## src/rtl/pulse_train_module_pkg.sv

```systemverilog
// Shared definitions for the pulse train generator: FSM state encodings,
// register-bank command codes and default field widths.
package pulse_train_module_pkg;

  // Default field widths used when the top is instantiated without overrides
  localparam int PT_WIDTH_BITS_DEFAULT = 24;
  localparam int PT_COUNT_BITS_DEFAULT = 8;

  // Register-bank command codes decoded by the clk_usb wrapper
  localparam logic [7:0] PULSE_TRAIN_WIDTH  = 8'h40;
  localparam logic [7:0] PULSE_TRAIN_GAP    = 8'h41;
  localparam logic [7:0] PULSE_TRAIN_COUNT  = 8'h42;
  localparam logic [7:0] PULSE_TRAIN_ENABLE = 8'h43;

  // FSM state encodings; the value is exported on debug[1:0]
  typedef enum logic [1:0] {
    STATE_PT_IDLE = 2'd0,
    STATE_PT_HIGH = 2'd1,
    STATE_PT_GAP  = 2'd2,
    STATE_PT_DONE = 2'd3
  } pt_state_e;

endpackage

```

## src/rtl/pulse_train_module_edge_detect.sv

```systemverilog
// Registered rising-edge detector for the trigger strobe. An edge is only
// reported once the input has been seen low after reset, so a level held
// high across reset release cannot start a train by itself.
module pt_edge_detect (
  input  logic clk_i,
  input  logic reset_i,
  input  logic enable_i,
  input  logic trigger_i,
  output logic rise_o
);

  logic trig_q;
  logic armed_q;

  // Track the previous trigger level and arm once a low level has been seen
  always_ff @(posedge clk_i) begin
    if (reset_i) begin
      trig_q  <= 1'b0;
      armed_q <= 1'b0;
    end else begin
      trig_q  <= trigger_i;
      armed_q <= armed_q | ~trigger_i;
    end
  end

  assign rise_o = trigger_i & ~trig_q & armed_q & enable_i;

endmodule

```

## src/rtl/pulse_train_module.sv

```systemverilog
// Pulse train generator: on a qualified trigger edge, emits pulse_count
// pulses of pulse_width high cycles separated by pulse_gap low cycles,
// then a one-cycle done strobe. Configuration is shadowed at start.
module pulse_train_module
  import pulse_train_module_pkg::*;
#(
  parameter int WIDTH_BITS = PT_WIDTH_BITS_DEFAULT,
  parameter int COUNT_BITS = PT_COUNT_BITS_DEFAULT
) (
  input  logic                  timerclk,
  input  logic                  reset,
  input  logic                  enable,
  input  logic                  trigger_in,
  input  logic [WIDTH_BITS-1:0] pulse_width,
  input  logic [WIDTH_BITS-1:0] pulse_gap,
  input  logic [COUNT_BITS-1:0] pulse_count,
  output logic                  pulse_out,
  output logic                  busy,
  output logic                  done,
  output logic [COUNT_BITS-1:0] pulse_idx,
  output logic [3:0]            debug
);

  localparam logic [WIDTH_BITS-1:0] W_ZERO = {WIDTH_BITS{1'b0}};
  localparam logic [WIDTH_BITS-1:0] W_ONE  = {{(WIDTH_BITS-1){1'b0}}, 1'b1};
  localparam logic [COUNT_BITS-1:0] C_ZERO = {COUNT_BITS{1'b0}};
  localparam logic [COUNT_BITS-1:0] C_ONE  = {{(COUNT_BITS-1){1'b0}}, 1'b1};

  // A zero width or gap behaves as one cycle, so counters never wrap
  function automatic logic [WIDTH_BITS-1:0] floor_one(input logic [WIDTH_BITS-1:0] v);
    floor_one = (v == W_ZERO) ? W_ONE : v;
  endfunction

  pt_state_e             state_q;
  logic [WIDTH_BITS-1:0] cnt_q;
  logic [WIDTH_BITS-1:0] w_sh_q;
  logic [WIDTH_BITS-1:0] g_sh_q;
  logic [COUNT_BITS-1:0] idx_last_q;
  logic [COUNT_BITS-1:0] idx_q;
  logic                  pulse_q;
  logic                  busy_q;
  logic                  done_q;
  logic                  edge_q;
  logic                  abort_q;

  logic                  rise_s;
  logic                  start_s;
  logic [WIDTH_BITS-1:0] w_eff_d;
  logic                  last_pulse_s;

  pt_edge_detect u_edge (
    .clk_i     (timerclk),
    .reset_i   (reset),
    .enable_i  (enable),
    .trigger_i (trigger_in),
    .rise_o    (rise_s)
  );

  // Edges while a train is running (including the DONE cycle) are dropped
  assign start_s      = rise_s & (pulse_count != C_ZERO) & (state_q == STATE_PT_IDLE);
  assign w_eff_d      = floor_one(pulse_width);
  assign last_pulse_s = (idx_q == idx_last_q);

  // Train sequencer: state, counters, shadow registers and registered outputs
  always_ff @(posedge timerclk) begin
    if (reset) begin
      state_q    <= STATE_PT_IDLE;
      cnt_q      <= W_ZERO;
      w_sh_q     <= W_ONE;
      g_sh_q     <= W_ONE;
      idx_last_q <= C_ZERO;
      idx_q      <= C_ZERO;
      pulse_q    <= 1'b0;
      busy_q     <= 1'b0;
      done_q     <= 1'b0;
      edge_q     <= 1'b0;
      abort_q    <= 1'b0;
    end else begin
      edge_q <= rise_s;
      if ((state_q != STATE_PT_IDLE) && !enable) begin
        // Abort: drop everything immediately, no done strobe
        state_q <= STATE_PT_IDLE;
        pulse_q <= 1'b0;
        busy_q  <= 1'b0;
        done_q  <= 1'b0;
        abort_q <= 1'b1;
      end else begin
        case (state_q)
          STATE_PT_IDLE: begin
            done_q <= 1'b0;
            if (start_s) begin
              state_q    <= STATE_PT_HIGH;
              w_sh_q     <= w_eff_d;
              g_sh_q     <= floor_one(pulse_gap);
              idx_last_q <= pulse_count - C_ONE;
              cnt_q      <= w_eff_d - W_ONE;
              idx_q      <= C_ZERO;
              pulse_q    <= 1'b1;
              busy_q     <= 1'b1;
              abort_q    <= 1'b0;
            end else begin
              pulse_q <= 1'b0;
              busy_q  <= 1'b0;
            end
          end
          STATE_PT_HIGH: begin
            if (cnt_q == W_ZERO) begin
              pulse_q <= 1'b0;
              if (last_pulse_s) begin
                // No trailing gap after the final pulse
                state_q <= STATE_PT_DONE;
                done_q  <= 1'b1;
              end else begin
                state_q <= STATE_PT_GAP;
                cnt_q   <= g_sh_q - W_ONE;
              end
            end else begin
              cnt_q <= cnt_q - W_ONE;
            end
          end
          STATE_PT_GAP: begin
            if (cnt_q == W_ZERO) begin
              state_q <= STATE_PT_HIGH;
              pulse_q <= 1'b1;
              cnt_q   <= w_sh_q - W_ONE;
              idx_q   <= last_pulse_s ? idx_q : (idx_q + C_ONE);
            end else begin
              cnt_q <= cnt_q - W_ONE;
            end
          end
          STATE_PT_DONE: begin
            state_q <= STATE_PT_IDLE;
            pulse_q <= 1'b0;
            busy_q  <= 1'b0;
            done_q  <= 1'b0;
          end
          default: begin
            state_q <= STATE_PT_IDLE;
            pulse_q <= 1'b0;
            busy_q  <= 1'b0;
            done_q  <= 1'b0;
          end
        endcase
      end
    end
  end

  assign pulse_out = pulse_q;
  assign busy      = busy_q;
  assign done      = done_q;
  assign pulse_idx = idx_q;
  assign debug     = {abort_q, edge_q, state_q};

endmodule

```

## config.mk

```make
export PLATFORM = sky130hd
export DESIGN_NAME = pulse_train_module
export DESIGN_NICKNAME = d
export VERILOG_FILES = /design/src/rtl/pulse_train_module_pkg.sv /design/src/rtl/pulse_train_module_edge_detect.sv /design/src/rtl/pulse_train_module.sv
export SDC_FILE = /design/constraint.sdc
export NUM_CORES = 1
export LEC_CHECK = 0
export ABC_AREA = 1
export BUFFER_PORTS_ARGS = -buffer_cell sky130_fd_sc_hd__buf_2
export CELL_PAD_IN_SITES_DETAIL_PLACEMENT = 0
export CELL_PAD_IN_SITES_GLOBAL_PLACEMENT = 2
export CORE_ASPECT_RATIO = 0.6
export CORE_UTILIZATION = 31
export DETAILED_ROUTE_END_ITERATION = 8
export PLACE_DENSITY_LB_ADDON = 0.1
export SYNTH_ARGS = -nofsm -noshare
export SYNTH_HDL_FRONTEND = slang
export SYNTH_SLANG_ARGS = --single-unit
```

## constraint.sdc

```tcl
create_clock -name timerclk -period 2.3 [get_ports timerclk]
set_clock_uncertainty 0.2 [all_clocks]
set_input_delay 0.115 -clock timerclk [delete_from_list [all_inputs] [get_ports timerclk]]
set_output_delay 0.115 -clock timerclk [all_outputs]
set_load 0.05 [all_outputs]
```

Word-level counts from Yosys, hierarchy flattened:

Index checks and enable logic that the tools add are counted.

* word-level logic and storage cells: 88
* input bits: 60
* output and inout port bits: 15
* register bits after elaboration: 97

* reductions and logical operators: 23
* equality and inequality tests: 10
* bitwise gates (word level): 9
* add/subtract/negate cells: 6
* mux-type cells: 27

Operators with widths (count)
* 2-to-1 mux 24 bit: 6
* subtractor 24 x 1 -> 24 bit (second input constant): 4
* zero test 24 bit: 3
* one-hot mux 24 bit (3 select lines): 1
* 2-to-1 mux 8 bit: 3
* one-hot mux 8 bit (2 select lines): 1
* nonzero test 2 bit: 6
* inequality test 2 bit (second input constant): 5
* 2-to-1 mux 1 bit: 9
* AND reduction 3 bit: 3
* adder 8 x 1 -> 8 bit (second input constant): 1
* equality test 8 bit: 1
* one-hot mux 2 bit (4 select lines): 1
* nonzero test 8 bit: 1
* subtractor 8 x 1 -> 8 bit (second input constant): 1
* 2-to-1 mux 2 bit: 3
* AND 1 bit: 5
* AND reduction 5 bit: 1
* equality test 2 bit (second input constant): 2
* one-hot mux 1 bit (2 select lines): 2
* one-hot mux 1 bit (4 select lines): 1
* AND reduction 2 bit: 2
* AND reduction 4 bit: 1
* OR reduction 2 bit: 2
* other kinds (8): 10

Longest topological paths before layout:

Gate-level depths: netlist (run 1).

* depth in word-level cells: 9
* gate-level depth with buffers: 17
* gate-level depth less buffers: 17

Cells and area by module:

Synthesis (run 1) repeated with hierarchy kept, for this count alone.

* cells, all modules: 1183
* area total of the unflattened synthesis: 7031.7 um2

Modules (own cells, without submodules)
* pulse_train_module: instances 1, area an instance 6960.4 um2, cells an instance 1173, sequential area each 1901.8 um2
* pt_edge_detect: instances 1, area an instance 71.3 um2, cells an instance 10, sequential area each 40.0 um2

Worst setup path after synthesis (run 1):

No wires, ideal clock.

* path type: register to register
* start: register state_q[0]
* end: register cnt_q[5]
* setup time: 0.109 ns
* period minus slack after synthesis: 2.335 ns
* cell stages (with the launch flop): 13
* arrival time: 2.026 ns
* data required time: 1.991 ns
* path buffers: 2
* setup slack: -0.035 ns
* path through: dfxtp_1 > inv_1 > ha_1 > buf_2 > clkinv_1 > nand2_1 > nand2_2 > buf_2 > nand3_1 > o211ai_1 > nand3_1 > nand2_1 > inv_1

* longest elaborated chain between the ends: 4
* elaborated cells on any way between the ends: 12
* classes of those cells: eq/ne (4); mux (1); bitwise (2); reduce/logical (5)

Ends and longest elaborated chain
* start, declared: RTL line pulse_train_module.sv:34 `pt_state_e state_q;`
* start signal, assigned: RTL line pulse_train_module.sv:67 `state_q <= STATE_PT_IDLE;`
* start signal, assigned: RTL line pulse_train_module.sv:82 `state_q <= STATE_PT_IDLE;`
* start signal, assigned: RTL line pulse_train_module.sv:92 `state_q <= STATE_PT_HIGH;`
* zero test 2 bit or nonzero test 2 bit (tied branches): RTL line pulse_train_module.sv:60, pulse_train_module.sv:88, pulse_train_module.sv:80
* AND 1 bit or logical AND 1 bit (tied branches): RTL line pulse_train_module.sv:60, pulse_train_module.sv:80
* inequality test 2 bit (no source line) or inverter 1 bit (tied branches)
* AND reduction 4 bit (no source line)
* end signal, assigned: RTL line pulse_train_module.sv:96 `cnt_q <= w_eff_d - W_ONE;`
* end signal, assigned: RTL line pulse_train_module.sv:115 `cnt_q <= g_sh_q - W_ONE;`
* end signal, assigned: RTL line pulse_train_module.sv:118 `cnt_q <= cnt_q - W_ONE;`
* end, declared: RTL line pulse_train_module.sv:35 `logic [WIDTH_BITS-1:0] cnt_q;`

Several ways; a longest one is shown, not always the timed one.
A chain may end at the register's enable or synchronous reset.

Final worst setup path (run 1):

* start: input pulse_width[3]
* end: register cnt_q[23]

* longest elaborated chain between the ends: 5

Ends and longest elaborated chain
* start, declared: RTL line pulse_train_module.sv:14 `input logic [WIDTH_BITS-1:0] pulse_width,`
* zero test 24 bit: RTL line pulse_train_module.sv:31 `floor_one = (v == W_ZERO) ? W_ONE : v;`
* 2-to-1 mux 24 bit *: RTL line pulse_train_module.sv:31
* subtractor 24 x 1 -> 24 bit *: RTL line pulse_train_module.sv:96
* 2-to-1 mux 24 bit *: RTL line pulse_train_module.sv:91 `if (start_s) begin`
* one-hot mux 24 bit (3 select lines) *: RTL line pulse_train_module.sv:88 `case (state_q)`

Every way passes the cells marked *; elsewhere a longest branch is shown, timed or not. The select of a mux whose other input is x is not followed.

==> results of run 1 <==
-- synth_stat cells, drive strengths merged --
library cell    n
dfxtp          97
a32oi           1
o211ai          6
nand3         137
a22oi           1
a21oi          51
xnor2           9
xor2           31
and2            1
nand3b          2
o22ai          30
nand2         288
nand4          29
a31oi           2
a22o            1
buf            16
nor2          195
clkinv          4
o21ai          75
ha             13
nor3            9
inv           160
nor4            5
clkbuf         17
-- critical path: stages --
cell	delay, ns
buf_2	0.10
dlygate4sd3_1	0.55
buf_4	0.15
nor2_1	0.14
inv_1	0.05
nor2_1	0.25
nand3_1	0.18
nor2_1	0.15
buf_4	0.16
nand2_1	0.05
nand3_1	0.10
nand3_1	0.13
nand2_1	0.09
inv_1	0.04
-- metrics by stage --
step                setup slack [ns]  hold WS [ns]  util, %
finish                         0.104      0.000780     44.3
global route                -0.00933        0.0247     44.3
CTS                           0.0190       0.00532     43.8
detailed placement           -0.0741         0.136     39.7
global placement            -0.00410         0.133     39.7
floorplan                     0.0199        0.0235        -
-- cell families after synthesis --
kind of cell / after synthesis / share of synthesized area (%)
AND/OR/NAND/NOR: 666 / 40.8
XOR/XNOR: 40 / 5.01
adder cells (fa/ha/maj): 13 / 2.32
flip-flops: 97 / 27.7
buffers and inverters: 197 / 11.2
AO/OA/AOI/OAI: 167 / 12.9
-- what timing repair did --
item	in CTS	in global routing
hold endpoints to repair	59	0
resized for setup	0	22
buffers inserted	0	4
hold buffers	58	0
setup endpoints to repair	0	41
-- metal layers --
| layer | GRT usage (%) | vias up |
|---|---|---|
| met4 | 3.17 | 0 |
| li1 | - | 4351 |
| met3 | 7.56 | 8 |
| met1 | 42.8 | 3830 |
| met5 | 0 | - |
| met2 | 36.1 | 294 |
-- area by class of cell --
cell class | instances | area (sq um) | share of cell area (%)
Clock buffer | 9 | 225 | 2.30
Clock inverter | 5 | 82.6 | 0.845
Inverter | 164 | 624 | 6.39
Sequential cell | 97 | 1940 | 19.9
Timing Repair Buffer | 287 | 2210 | 22.6
Multi-Input combinational cell | 886 | 4340 | 44.4
Tap cell | 286 | 358 | 3.66
-- flip-flops by register name, indices dropped and copies added (netlist names) --
signal          flops
cnt_q              24
g_sh_q             24
w_sh_q             24
idx_last_q          8
pulse_idx           8
state_q             2
abort_q             1
busy                1
done                1
edge_q              1
pulse_out           1
u_edge.armed_q      1
u_edge.trig_q       1
-- power by group --
group          internal, mW  switching (mW)
sequential             1.98           0.239
clock                 0.946           0.736
combinational          2.94            4.72
total                  5.87            5.69
-- placed cells by master, fill, tap and decap left out, types with 15 or more instances in the layout --
master           n
a21oi_1         51
inv_1          158
buf_2           74
nand2_1        283
xor2_1          31
dlygate4sd3_1   58
nor2_2          15
o21ai_0         69
nand3_1        133
nor2_1         177
buf_4          147
dfxtp_1         96
nand4_1         28
o22ai_1         30
-- worst max-delay path by stage --
stage / from / end / slack [ns] / cells past startpoint
after CTS: pulse_count[1] / g_sh_q[16] / 0.02 / 10
final: pulse_width[3] / cnt_q[23] / 0.10 / 14
after detailed placement: pulse_width[14] / cnt_q[22] / -0.07 / 17
after global placement: pulse_width[14] / cnt_q[22] / -0.004 / 17
after floorplan: state_q[1] / cnt_q[2] / 0.02 / 9
after global routing: cnt_q[9] / cnt_q[2] / -0.009 / 12
==> metrics.yaml, run 1 <==
grt_pass1_vias: 8052
synth_area_per_cell_sq_um: 5.93
synth_cells: 1180
die_x_um: 196
num_vias: 8483
die_y_um: 118
nets: 1518
htreeDepth: 3
io_pins: 75
hold_viol: 0
wl_met1_um: 16600
synth_top_area_share_pct: 27.7
root_buffer: "clkbuf_16"
total_power_mw: 11.6
port_buffers: 74
ant_nets: 0
ff2ff_path_depth: 13
tightestPinTransition_ns: 0.567
track_usage_pct: 27.1
grt_pass1_wl_um: 47100
arrival_ns: 2.25
reg2reg_slack_ns: 0.11
dp_hpwl_um: 24400
tritoncts: "yes"
setup_viol: 0
antenna_cells: 0
endpoint_kind: "flop"
place.gp.congestion: 0.945
start_kind: "primary input"
clk_latency_ns: 0.36
synth-seq-cells: 97
clk_path_buf_depth: 2
seq_area_frac_synth_pct: 27.7
slew_headroom_pct: 61.9
drive_gt1_share_pct: 19.3
reg2reg_to: "cnt_q[17]"
outcome: "complete, no violations"
synth_area_sq_um: 7000
synthTopCellsByArea: "dfxtp_1 (28%), nand2_1 (15%), nor2_1 (10%)"
drt_iter0_markers: 814
timing.fmax_mhz: 455
wirelength_um: 30500
core_sq_um: 22100
rsz0062_at_grt: "true"
r2r-start: "cnt_q[19]"
min_period_ns: 2.20
whs_path_depth: 4
cts.sinks: 97
clk_pin_slew_ns: 0.07
synth.yosys.warnings: 0
placementRows: 42
maxSlewViolCount: 0
yosysTopAreaCell: "dfxtp_1"
hold_end: "w_sh_q[18]"
grt_max_degree: 42
placed_cell_area_sq_um: 8770
start_util_pct: 31.7
area_delta_synth_final_pct: 39.7
antenna_found_initial: 0
top_layer: "met4"
dp.cells: 1658
tns_ns: 0
viasPerCell: 4.89
dr_wl_met3_um: 2630
maxCapViolCount: 0
hold_class: "in -> reg"
min_period_over_period_pct: 95.5
final_area_sq_um: 9780
peakVddDrop_uv: 775
syn_nets: 1253
crit_type: "in -> reg"
fill_cells: 2399
cts_buffers: 9
die-area_sq_um: 23200
detail_route.first_pass.iterations: 7
grt-ovfl-total: 0
crit_path_max_fanout: 3
p_leak_nw: 4.69
wl_met2_um: 11100
detail_route.wl_per_cell_um: 17.6
hp-start: "pulse_width[18]"
synth_cell_type_count: 37
drcViolationCount: 0
final_cells: 1734
cp.required_ns: 2.36
powerDensity_nw_per_um2: 1180
Power figures use the tool's default switching activity.
==> run 2: changes to the inputs <==
--- a/config.mk
+++ b/config.mk
@@ -10,7 +10,7 @@
 export CELL_PAD_IN_SITES_DETAIL_PLACEMENT = 0
 export CELL_PAD_IN_SITES_GLOBAL_PLACEMENT = 2
 export CORE_ASPECT_RATIO = 0.6
-export CORE_UTILIZATION = 31
+export CORE_UTILIZATION = 28
 export DETAILED_ROUTE_END_ITERATION = 8
 export PLACE_DENSITY_LB_ADDON = 0.1
 export SYNTH_ARGS = -nofsm -noshare
==> constraint.sdc (replaced) <==
create_clock -name timerclk -period 1.8 [get_ports timerclk]
set_clock_uncertainty 0.2 [all_clocks]
set_input_delay 0.09 -clock timerclk [delete_from_list [all_inputs] [get_ports timerclk]]
set_output_delay 0.09 -clock timerclk [all_outputs]
set_load 0.05 [all_outputs]
==> run 2 against run 1 <==
Against the previous run:
- the flow now finishes with violations (setup timing)
- clock power up 26%
- sequential share of layout area fell by 4.0 points
- wire length increased by 16%
- die area grew 11%
- non-clock buffer count is 173 higher
- combinational power up 87%
- critical path type is now reg -> reg
==> metrics.yaml, run 2 (synthesized netlist as in run 1, its figures left out) <==
outcome: "finished, violations left"
violations: "setup timing"
place.gp.congestion: 0.959  # +1.4%
rsz0062_at_grt: "true"
pre_cts_ws_ns: -0.629  # -0.555 ns
endpoint_kind: "flop"
crit_slowest_cell: "dfxtp_2"
grt_pass1_wl_um: 52500  # +11%
drt_iter0_markers: 623  # -23%
die_y_um: 124  # +5.1%
crit_type: "reg -> reg"
cts.sinks: 97  # unchanged
viasPerCell: 4.84  # -1.0%
final_cell_mix: "buf_4 (275), nand2_1 (240), inv_1 (143), nor2_1 (120), nand3_1 (98)"
num_vias: 9428  # +11%
hold_viol: 0  # unchanged
antenna_cells: 0  # unchanged
final.setup.worst_slack_ns: -0.205  # -0.308 ns
ant_nets: 0  # unchanged
grt_max_degree: 23  # -45%
crit_path_max_fanout: 4  # +1
peakVddDrop_uv: 996  # +29%
whs_path_depth: 3  # -1
io_pins: 75  # unchanged
min_period_ns: 2.00
drcViolationCount: 0  # unchanged
grt_pass1_vias: 9050  # +12%
cp.required_ns: 1.88  # -0.48 ns
maxSlewViolCount: 0  # unchanged
timing.fmax_mhz: 499
root_buffer: "clkbuf_16"
htreeDepth: 3  # unchanged
detail_route.first_pass.iterations: 5  # -2
port_buffers: 74  # unchanged
placementRows: 44  # +4.8%
track_usage_pct: 27.6  # +0.50 points
area_delta_synth_final_pct: 81.6
antenna_found_initial: 0  # unchanged
final_cells: 1947  # +12%
die-area_sq_um: 25600  # +11%
tritoncts: "yes"
die_x_um: 206  # +5.2%
fin_util_pct: 52.2  # +7.9 points
maxCapViolCount: 0  # unchanged
powerDensity_nw_per_um2: 1520  # +29%
wirelength_um: 35400  # +16%
reg_top3: "cnt_q (24), g_sh_q (24), w_sh_q (24)"
clk_pin_slew_ns: 0.08  # about the same
arrival_ns: 2.09  # -0.16 ns
drive_gt1_share_pct: 43.4  # +24 points
holdWs_ns: 0.0270  # +0.0262 ns
mostFrequentLayoutCell: "buf_4"
clk_path_buf_depth: 2  # unchanged
critPathMaxStageDelay_ns: 0.36  # -0.19 ns
core_sq_um: 24300  # +10%
clk_latency_ns: 0.38  # +0.02 ns
tns_ns: -5.70  # -5.70 ns
nets: 1693  # +12%
ff2ff_path_depth: 13  # unchanged
start_kind: "flop"
dp.cells: 1838  # +11%
min_period_over_period_pct: 111
dp_hpwl_um: 26800  # +9.7%
detail_route.wl_per_cell_um: 18.2  # +3.3%
hold_class: "in -> reg"
path_cells: "nor2_4, buf_4, nand2_4, nor2_4, buf_6, nand4_1, buf_4, o21ai_1, a21oi_1, nand2_1, nand3_1, nand2_1, inv_1"
setup_viol: 66  # +66
p_leak_nw: 5.94  # +27%
start_util_pct: 28.8  # -2.9 points
slew_headroom_pct: 64.9  # +3.0 points
cts_buffers: 9  # unchanged
grt-ovfl-total: 0  # unchanged
tightestPinTransition_ns: 0.522  # -0.0449 ns
[run 2: cell types whose count changed in the layout (fill, tap and decap cells not counted), sizes merged]
cell         change
buf            +166
bufinv           -1
inv              +3
dlygate4sd3      +3
clkinvlp         +1
clkinv           -4
clkbuf           +9
[run 2: path summary, 6_finish.rpt]
check                                start        endpoint  slack [ns]
worst max-delay path              cnt_q[2]       cnt_q[18]       -0.20
worst min-delay path                 reset  u_edge.armed_q        0.03
worst max register to register    cnt_q[2]       cnt_q[18]       -0.20
worst min register to register  g_sh_q[23]      g_sh_q[23]        0.29
[run 2: layout make-up]
class | instances | area [sq um]
repair buffers | 460 | 3790
clock inverters | 2 | 37.5
fillers | 2493 | 11600
inverters | 164 | 663
well taps | 322 | 403
flip-flops and latches | 97 | 2010
repair inverters | 2 | 36.3
clock buffers | 14 | 264
multi-input cells | 886 | 5500
[run 2: worst max-delay path: cells and delay by family, from the launching register on]
kind | cells | cell delay, ns
flops | 1 | 0.36
buf+inv | 4 | 0.50
simple gates | 7 | 0.64
compound gates | 2 | 0.20
[run 2: layer usage]
layer | vias up | share of wire [%] | global-route usage [%]
li1 | 4712 | - | -
met1 | 4433 | 54 | 44.5
met2 | 269 | 38 | 37.1
met3 | 14 | 6.5 | 5.13
met4 | 0 | 0.59 | 4.41
met5 | - | 0 | 0
[run 2: report_power, final]
| part | internal, mW | switching, mW |
|---|---|---|
| logic | 6.26 | 8.01 |
| registers | 2.59 | 0.379 |
| clock network | 1.16 | 0.966 |
| total | 10.0 | 9.36 |
[run 2: stage by stage]
step / cell area, sq um / power [mW]
after floorplan: 7150 / 8.28
after global placement: 10000 / 13.6
after detailed placement: 10000 / 13.6
after CTS: 11900 / 18.3
after global routing: 12700 / 20.5
final: 12700 / 19.4
[run 2: what timing repair did]
item                       4_1_cts  5_1_grt
setup endpoints to repair       91       94
setup buffers                   17        8
pin swaps                       49       40
cloned                           2        5
hold buffers                    61        2
hold endpoints to repair        62        2
resized for setup              212      188
